==> config.mk <==
export PLATFORM = sky130hd
export DESIGN_NAME = rf_wb_arbiter
export DESIGN_NICKNAME = d
export VERILOG_FILES = /design/src/rtl/rf_pkg.sv /design/src/rtl/wb_skid.sv /design/src/rtl/rf_wb_arbiter.sv
export SDC_FILE = /design/constraint.sdc
export NUM_CORES = 1
export LEC_CHECK = 0
export ABC_AREA = 1
export CAP_MARGIN = 20
export CORE_MARGIN = 4
export CORE_UTILIZATION = 42
export CTS_CLUSTER_SIZE = 30
export DETAILED_ROUTE_END_ITERATION = 16
export PLACE_DENSITY_LB_ADDON = 0.1
export SYNTH_ARGS = -nofsm -noshare
export SYNTH_HDL_FRONTEND = slang
export SYNTH_HIERARCHICAL = 1
export SYNTH_SLANG_ARGS = --single-unit
==> constraint.sdc <==
create_clock -name clk -period 1.9 [get_ports clk]
set_input_delay 0.19 -clock clk [delete_from_list [all_inputs] [get_ports clk]]
set_output_delay 0.19 -clock clk [all_outputs]
set_load 0.02 [all_outputs]
==> src/rtl/rf_pkg.sv <==
// Shared definitions for the register-file write-back path.
package rf_pkg;

  localparam int RF_AW = 4;
  localparam int RF_DW = 8;
  localparam logic [RF_AW-1:0] RF_ZERO_REG = '0;

  // One buffered write-back request.
  typedef struct packed {
    logic             v;
    logic [RF_AW-1:0] wa;
    logic [RF_DW-1:0] wd;
  } wb_req_t;

endpackage

==> src/rtl/wb_skid.sv <==
// Single-entry skid buffer for one write-back requester.
// The ready output depends only on the held entry and the grant, never on vld.
// Writes to r0 are accepted and dropped, because r0 reads as zero.
module wb_skid
  import rf_pkg::*;
(
  input  logic             clk,
  input  logic             rst_n,
  input  logic             vld,
  input  logic [RF_AW-1:0] wa,
  input  logic [RF_DW-1:0] wd,
  input  logic             gnt,
  output logic             rdy,
  output wb_req_t          q
);

  // Space is available when the buffer is empty or is draining this cycle.
  always_comb begin
    rdy = !q.v || gnt;
  end

  // Load on handshake (except r0), otherwise clear the entry once it is granted.
  always_ff @(posedge clk or negedge rst_n) begin
    if (!rst_n) begin
      q <= '0;
    end else if (vld && rdy && (wa != RF_ZERO_REG)) begin
      q <= '{v: 1'b1, wa: wa, wd: wd};
    end else if (gnt) begin
      q.v <= 1'b0;
    end
  end

endmodule

==> src/rtl/rf_wb_arbiter.sv <==
// Round-robin write-back arbiter for the register file's single write port.
// Requester 0 is the ALU write-back and requester 1 is the load/memory write-back.
// Optional macro RF_ARB_PEND_EN adds pend_mask, which marks registers with a write
// still in flight (in either skid or in the output stage).
module rf_wb_arbiter
  import rf_pkg::*;
#(
  parameter int AW = RF_AW,
  parameter int DW = RF_DW
) (
  input  logic                 clk,
  input  logic                 rst_n,
  input  logic                 alu_vld,
  input  logic [AW-1:0]        alu_wa,
  input  logic [DW-1:0]        alu_wd,
  output logic                 alu_rdy,
  input  logic                 mem_vld,
  input  logic [AW-1:0]        mem_wa,
  input  logic [DW-1:0]        mem_wd,
  output logic                 mem_rdy,
  output logic                 rf_we,
  output logic [AW-1:0]        rf_wa,
  output logic [DW-1:0]        rf_wd,
`ifdef RF_ARB_PEND_EN
  output logic [(2**AW)-1:0]   pend_mask,
`endif
  output logic                 idle
);

  wb_req_t skid_0;
  wb_req_t skid_1;
  logic    gnt_0;
  logic    gnt_1;
  logic    rr_last;

  wb_skid u_skid_alu (
    .clk   (clk),
    .rst_n (rst_n),
    .vld   (alu_vld),
    .wa    (alu_wa),
    .wd    (alu_wd),
    .gnt   (gnt_0),
    .rdy   (alu_rdy),
    .q     (skid_0)
  );

  wb_skid u_skid_mem (
    .clk   (clk),
    .rst_n (rst_n),
    .vld   (mem_vld),
    .wa    (mem_wa),
    .wd    (mem_wd),
    .gnt   (gnt_1),
    .rdy   (mem_rdy),
    .q     (skid_1)
  );

  // Grant from registered state only; on contention the requester not served last wins.
  always_comb begin
    gnt_0 = skid_0.v && (!skid_1.v || rr_last);
    gnt_1 = skid_1.v && (!skid_0.v || !rr_last);
  end

  // Output stage and round-robin pointer; rr_last resets to 1 so the ALU wins first.
  always_ff @(posedge clk or negedge rst_n) begin
    if (!rst_n) begin
      rf_we   <= 1'b0;
      rf_wa   <= '0;
      rf_wd   <= '0;
      rr_last <= 1'b1;
    end else if (gnt_0) begin
      rf_we   <= 1'b1;
      rf_wa   <= skid_0.wa;
      rf_wd   <= skid_0.wd;
      rr_last <= 1'b0;
    end else if (gnt_1) begin
      rf_we   <= 1'b1;
      rf_wa   <= skid_1.wa;
      rf_wd   <= skid_1.wd;
      rr_last <= 1'b1;
    end else begin
      rf_we   <= 1'b0;
    end
  end

  // Nothing buffered and nothing being written.
  always_comb begin
    idle = !skid_0.v && !skid_1.v && !rf_we;
  end

`ifdef RF_ARB_PEND_EN
  // Registers with an outstanding write; r0 is never pending since its writes are dropped.
  always_comb begin
    pend_mask = '0;
    if (skid_0.v) pend_mask[skid_0.wa] = 1'b1;
    if (skid_1.v) pend_mask[skid_1.wa] = 1'b1;
    if (rf_we)    pend_mask[rf_wa]     = 1'b1;
    pend_mask[0] = 1'b0;
  end
`endif

endmodule

# After elaboration in Yosys (flattened, before gate mapping)
# Cells that the tools add are included.
[totals] regBits=40 latch_bits=0 ramBits=0 rom_bits=0 input_bits=28 memories=0
[classes] n_addsub=0 mul=0 div_mod_pow=0 magnitude_cmp=0 eq_ne=0 n_shift=0 mux=12 bitwise=0 n_reduce_logical=21
[ops] operator="two-way mux 8 bit" count=2
[ops] operator="logical AND 1 bit" count=8
[ops] operator="two-way mux 1 bit" count=8
[ops] operator="two-way mux 4 bit" count=2
[ops] operator="nonzero test 4 bit" count=2
[ops] operator="nonzero test 2 bit" count=3
[ops] operator="logical NOT 1 bit" count=4
[ops] operator="logical OR 1 bit" count=4

# Longest topological paths before layout
[logic_depth] ltp_word=7 depth_mapped=10 depth_no_buf=9

# Cells and area by module
# Netlist, hierarchy kept.
[modules_own_cells] mod="wb_skid" instances=2 cells_each=60 area_each_um2=610.6
[modules_own_cells] mod="rf_wb_arbiter" instances=1 cells_each=107 area_each_um2=844.6

# Worst setup path before layout
# OpenSTA, ideal clock, no wires.
[synth_path] path_kind="register to register" startpoint="register u_skid_alu/q[12] (netlist bit)" endpoint="register u_skid_mem/q[3] (netlist bit)" arrival_time_ns=1.361 required_time_ns=1.785 slack_ns=0.424 stages_incl_launch_ff=9 synth_period_minus_slack_ns=1.476 cell_sequence="dfrtp_1 buf_4 a21oi_1 inv_1 a21oi_4 nand2_4 buf_12 nand2_2 nand2_2"
[synth_between] elab_chain_len=6
[synth_lines] item="from (decl)" line_no="wb_skid.sv:14" rtl="output wb_req_t q"
[synth_lines] item="from (signal assigned)" line_no="wb_skid.sv:27" rtl="q <= '{v: 1'b1, wa: wa, wd: wd};"
[synth_lines] item="logical NOT 1 bit" line_no="rf_wb_arbiter.sv:61" rtl="gnt_1 = skid_1.v && (!skid_0.v || !rr_last);"
[synth_lines] item="logical OR 1 bit" line_no="rf_wb_arbiter.sv:61"
[synth_lines] item="logical AND 1 bit" line_no="rf_wb_arbiter.sv:61"
[synth_lines] item="via gnt_1" line_no="rf_wb_arbiter.sv:33" rtl="logic gnt_1;"
[synth_lines] item="logical OR 1 bit" line_no="wb_skid.sv:19" rtl="rdy = !q.v || gnt;"
[synth_lines] item="logical AND 1 bit (2 in series)" line_no="wb_skid.sv:26" rtl="end else if (vld && rdy && (wa != RF_ZERO_REG)) begin"
[synth_lines] item="to (signal assigned)" line_no="wb_skid.sv:27"
[synth_lines] item="to (decl)" line_no="wb_skid.sv:14"
# The timed path passes the listed nets, and every way through them passes these cells.
# A chain may end at the register's enable or synchronous reset.

# Final worst setup path
[layout_path] startpoint="register rr_last" endpoint="output alu_rdy"
[layout_between] elab_chain_len=3
[layout_lines] item="from (decl)" line_no="rf_wb_arbiter.sv:34" rtl="logic rr_last;"
[layout_lines] item="from (signal assigned)" line_no="rf_wb_arbiter.sv:70" rtl="rr_last <= 1'b1;"
[layout_lines] item="from (signal assigned)" line_no="rf_wb_arbiter.sv:75" rtl="rr_last <= 1'b0;"
[layout_lines] item="from (signal assigned)" line_no="rf_wb_arbiter.sv:80" rtl="rr_last <= 1'b1;"
[layout_lines] item="logical OR 1 bit" line_no="rf_wb_arbiter.sv:60" rtl="gnt_0 = skid_0.v && (!skid_1.v || rr_last);"
[layout_lines] item="logical AND 1 bit" line_no="rf_wb_arbiter.sv:60"
[layout_lines] item="via gnt_0" line_no="rf_wb_arbiter.sv:32" rtl="logic gnt_0;"
[layout_lines] item="logical OR 1 bit" line_no="wb_skid.sv:19"
[layout_lines] item="to (decl)" line_no="rf_wb_arbiter.sv:16" rtl="output logic alu_rdy,"
# The timed path passes the listed nets, and every way through them passes these cells.

==> results.sh <==
export IMPL_status="finished, final reports clean"
export IMPL_io_pins=44
export IMPL_reg2reg_from="rr_last$_DFFE_PN1P_"
export IMPL_grt_pass1_wl_um=7150
export IMPL_viasPerCell=4.42
export IMPL_wl_per_cell_um=11.8
export IMPL_m1WireLength_um=1800
export IMPL_firstDrtPassIters=4
export IMPL_synth_fp_nets=255
export IMPL_initial_core_util_pct=43.4
export IMPL_maxCapViolCount=0
export IMPL_clkTransAtPathRegs_ns=0.07
export IMPL_nNetsFinal=305
export IMPL_cts_buffer_depth=2
export IMPL_gp_congestion=0.750
export IMPL_fin_util_pct=55.2
export IMPL_grt_max_degree=41
export IMPL_grt_use_total_pct=15.2
export IMPL_critPathLaunchType="flip-flop"
export IMPL_vias=1526
export IMPL_hold_start="mem_wd[4]"
export IMPL_rsz0062_at_grt="no"
export IMPL_postSynthCellCount=227
export IMPL_place_area_sq_um=2520
export IMPL_hp_class="input pin to flip-flop"
export IMPL_synth_flop_cell="dfrtp_1"
export IMPL_fin_worst_skew_ns=0.0120
export IMPL_power_density_nw_per_um2=1670
export IMPL_hold_ws_ns=0.458
export IMPL_die_w_um=78.1
export IMPL_rrSetupSlack_ns=0.44
export IMPL_insertion_delay_ns=0.29
export IMPL_synth_area_per_cell_sq_um=9.10
export IMPL_power_switching_mw=1.86
export IMPL_whs_path_depth=3
export IMPL_rows=25
export IMPL_topRoutingLayerUsed="met4"
export IMPL_pwr_share_comb_pct=50.9
export IMPL_drive_above_1_share_pct=30.2
export IMPL_finalHoldViolCount=0
export IMPL_ant_nets=0
export IMPL_crit_type="flip-flop to output port"
export IMPL_final_setup_viol_count=0
export IMPL_grt_remaining_overflow=0
export IMPL_period_share_pct=91.4
export IMPL_synth_edf_count=0
export IMPL_ys_seq_area_share_pct=48.5
export IMPL_synth_async_reset_ratio_pct=100
export IMPL_cts_tree="done"
export IMPL_syn_area_sq_um=2070
export IMPL_total_power_mw=4.39
export IMPL_required_ns=1.71
export IMPL_routed_wl_met2_um=2060
export IMPL_max_vdd_ir_drop_mv=0.993
export IMPL_dpl_hpwl_um=3030
export IMPL_cts_buffers=5
export IMPL_fp_dieH_um=78.1
export IMPL_pwr_share_seq_pct=36.0
export IMPL_htree_levels=2
export IMPL_fin_crit_ns=1.74
export IMPL_grt_pass1_vias=1619
export IMPL_internal_power_mw=2.53
export IMPL_clkSinkCount=40
export IMPL_power_leakage_nw=1.33
export IMPL_clock_fmax_ghz=0.576
export IMPL_switching_share_pct=42.4
export IMPL_syn2layout_area_growth_pct=27.0
export IMPL_wl_met3_um=138
export IMPL_worst_slew_pin_slew_ns=0.507
export IMPL_drtIter0Drc=81
export IMPL_worst_r2r_path_depth=9
export IMPL_yosysWarnings=6
export IMPL_die_area_sq_um=6100
export IMPL_antenna_found_initial=0
export IMPL_maxSlewViolCount=0
export IMPL_holdPathEnd="u_skid_mem/q[4]$_DFFE_PN0P_"
export IMPL_relSlewSlack_pct=66.2
export IMPL_antenna_cells=0
export IMPL_io_buffers=43
export IMPL_ys_types=17
export IMPL_final_area_sq_um=2620
export IMPL_worstReg2RegEnd="u_skid_alu/q[4]$_DFFE_PN0P_"
export IMPL_ys_seq_elements=40
export IMPL_drc=0
export IMPL_crit_arrival_ns=1.55
export IMPL_power_frac_clock_pct=13.0
export IMPL_critPathMaxFanout=3
export IMPL_root_buffer="clkbuf_8"
export IMPL_drt_total_wl_um=4070
export IMPL_core_area_sq_um=4750
export IMPL_endpoint_kind="output port"
export IMPL_cts_setup_buffers=0
export IMPL_fin_tns_setup_ns=0
==> worst max-delay path by stage <==
stage                                             end  cells past startpoint  slack (ns)                    startpoint
after global routing                          alu_rdy                      7        0.05           rr_last$_DFFE_PN1P_
final                                         alu_rdy                      7        0.16           rr_last$_DFFE_PN1P_
after detailed placement                      alu_rdy                      7        0.21           rr_last$_DFFE_PN1P_
after CTS                                        idle                      4        0.02  u_skid_mem/q[12]$_DFFE_PN0P_
after global placement                        alu_rdy                      7        0.22           rr_last$_DFFE_PN1P_
after floorplan           u_skid_mem/q[3]$_DFFE_PN0P_                      8        0.42  u_skid_alu/q[12]$_DFFE_PN0P_
==> repair_timing <==
item | CTS | global route
endpoints found under the setup margin | 3 | 1
endpoints found under the hold margin | 39 | 0
resized for setup | 3 | 1
gates cloned | 0 | 0
hold buffers | 1 | 0
==> cells in the mapped netlist, types with 2 or more instances <==
| master | count | share of area [%] |
|---|---|---|
| buf_12 | 3 | 2.9 |
| dfrtp_1 | 39 | 47 |
| nor2_2 | 5 | 1.5 |
| nand3_2 | 8 | 3.9 |
| inv_1 | 26 | 4.7 |
| nand2_4 | 5 | 2.7 |
| nand3_1 | 34 | 8.2 |
| buf_4 | 4 | 1.5 |
| inv_2 | 2 | 0.36 |
| nand2_2 | 45 | 14 |
| a21oi_4 | 2 | 1.6 |
| buf_6 | 2 | 1.1 |
| nand2_1 | 48 | 8.7 |
==> sequential cells by signal, summed over array words and instances, names as in the netlist <==
signal	count
u_skid_alu/q	13
u_skid_mem/q	13
rf_wd	8
rf_wa	4
rf_we	1
rr_last	1
==> cells by family (layout without fill, tap and decap cells) <==
kind of cell,after synthesis,in the layout,share of synthesized area (%)
compound gates,4,4,2.06
buf+inv,37,88,10.5
flops,40,40,48.5
simple gates,146,146,38.9
==> power by group through the flow <==
| stage | Combinational [mW] | Sequential, mW | Clock, mW |
|---|---|---|---|
| after floorplan | 1.55 | 1.73 | 0 |
| after global placement | 2.27 | 1.59 | 0 |
| after detailed placement | 2.29 | 1.60 | 0 |
| after CTS | 2.29 | 1.59 | 0.597 |
| after global routing | 2.52 | 1.65 | 0.632 |
| final | 2.24 | 1.58 | 0.572 |
==> layout make-up <==
cell class | count | area (sq um)
well taps | 67 | 83.8
inverters | 28 | 105
multi-input cells | 150 | 846
fillers | 476 | 2130
repair buffers | 52 | 495
clock buffers | 8 | 90.1
flip-flops and latches | 40 | 1000
==> per-stage QoR <==
stage | cells | setup slack (ns)
2_1_floorplan | 227 | 0.424
3_3_place_gp | 336 | 0.215
3_5_place_dp | 336 | 0.210
4_1_cts | 345 | 0.0210
5_1_grt | 345 | 0.0459
6_report | 345 | 0.163
==> routing by layer <==
layer / up-vias / global-route usage, %
li1: 794 / -
met1: 700 / 18.7
met2: 25 / 25.4
met3: 7 / 3.78
met4: 0 / 6.29
met5: - / 0
==> layout by cell type, fill, tap and decap left out <==
cell type	Yosys	routed
nor2_1	1	1
clkbuf_8	0	6
nand3_2	8	8
dfrtp_1	39	38
dlygate4sd2_1	0	2
dfrtp_2	0	1
inv_2	2	2
nand3_1	34	34
clkbuf_1	0	2
o21ai_1	1	1
nor2_2	5	5
a21oi_1	1	1
clkdlybuf4s50_1	0	39
nand2_1	48	48
inv_1	26	26
dfstp_2	1	1
a21oi_4	2	2
buf_2	0	1
dlygate4sd3_1	0	1
nand2_4	5	5
nand2_2	45	45
buf_4	4	8
dlymetal6s2s_1	0	1
==> critical path, stage by stage (launching register included) <==
cell           delay [ns]
dfstp_2              0.53
inv_1                0.05
nand2_2              0.08
nand2_4              0.05
inv_2                0.06
inv_1                0.07
nand2_1              0.08
dlygate4sd2_1        0.34
No activity file was read; power rests on OpenSTA's default activity.
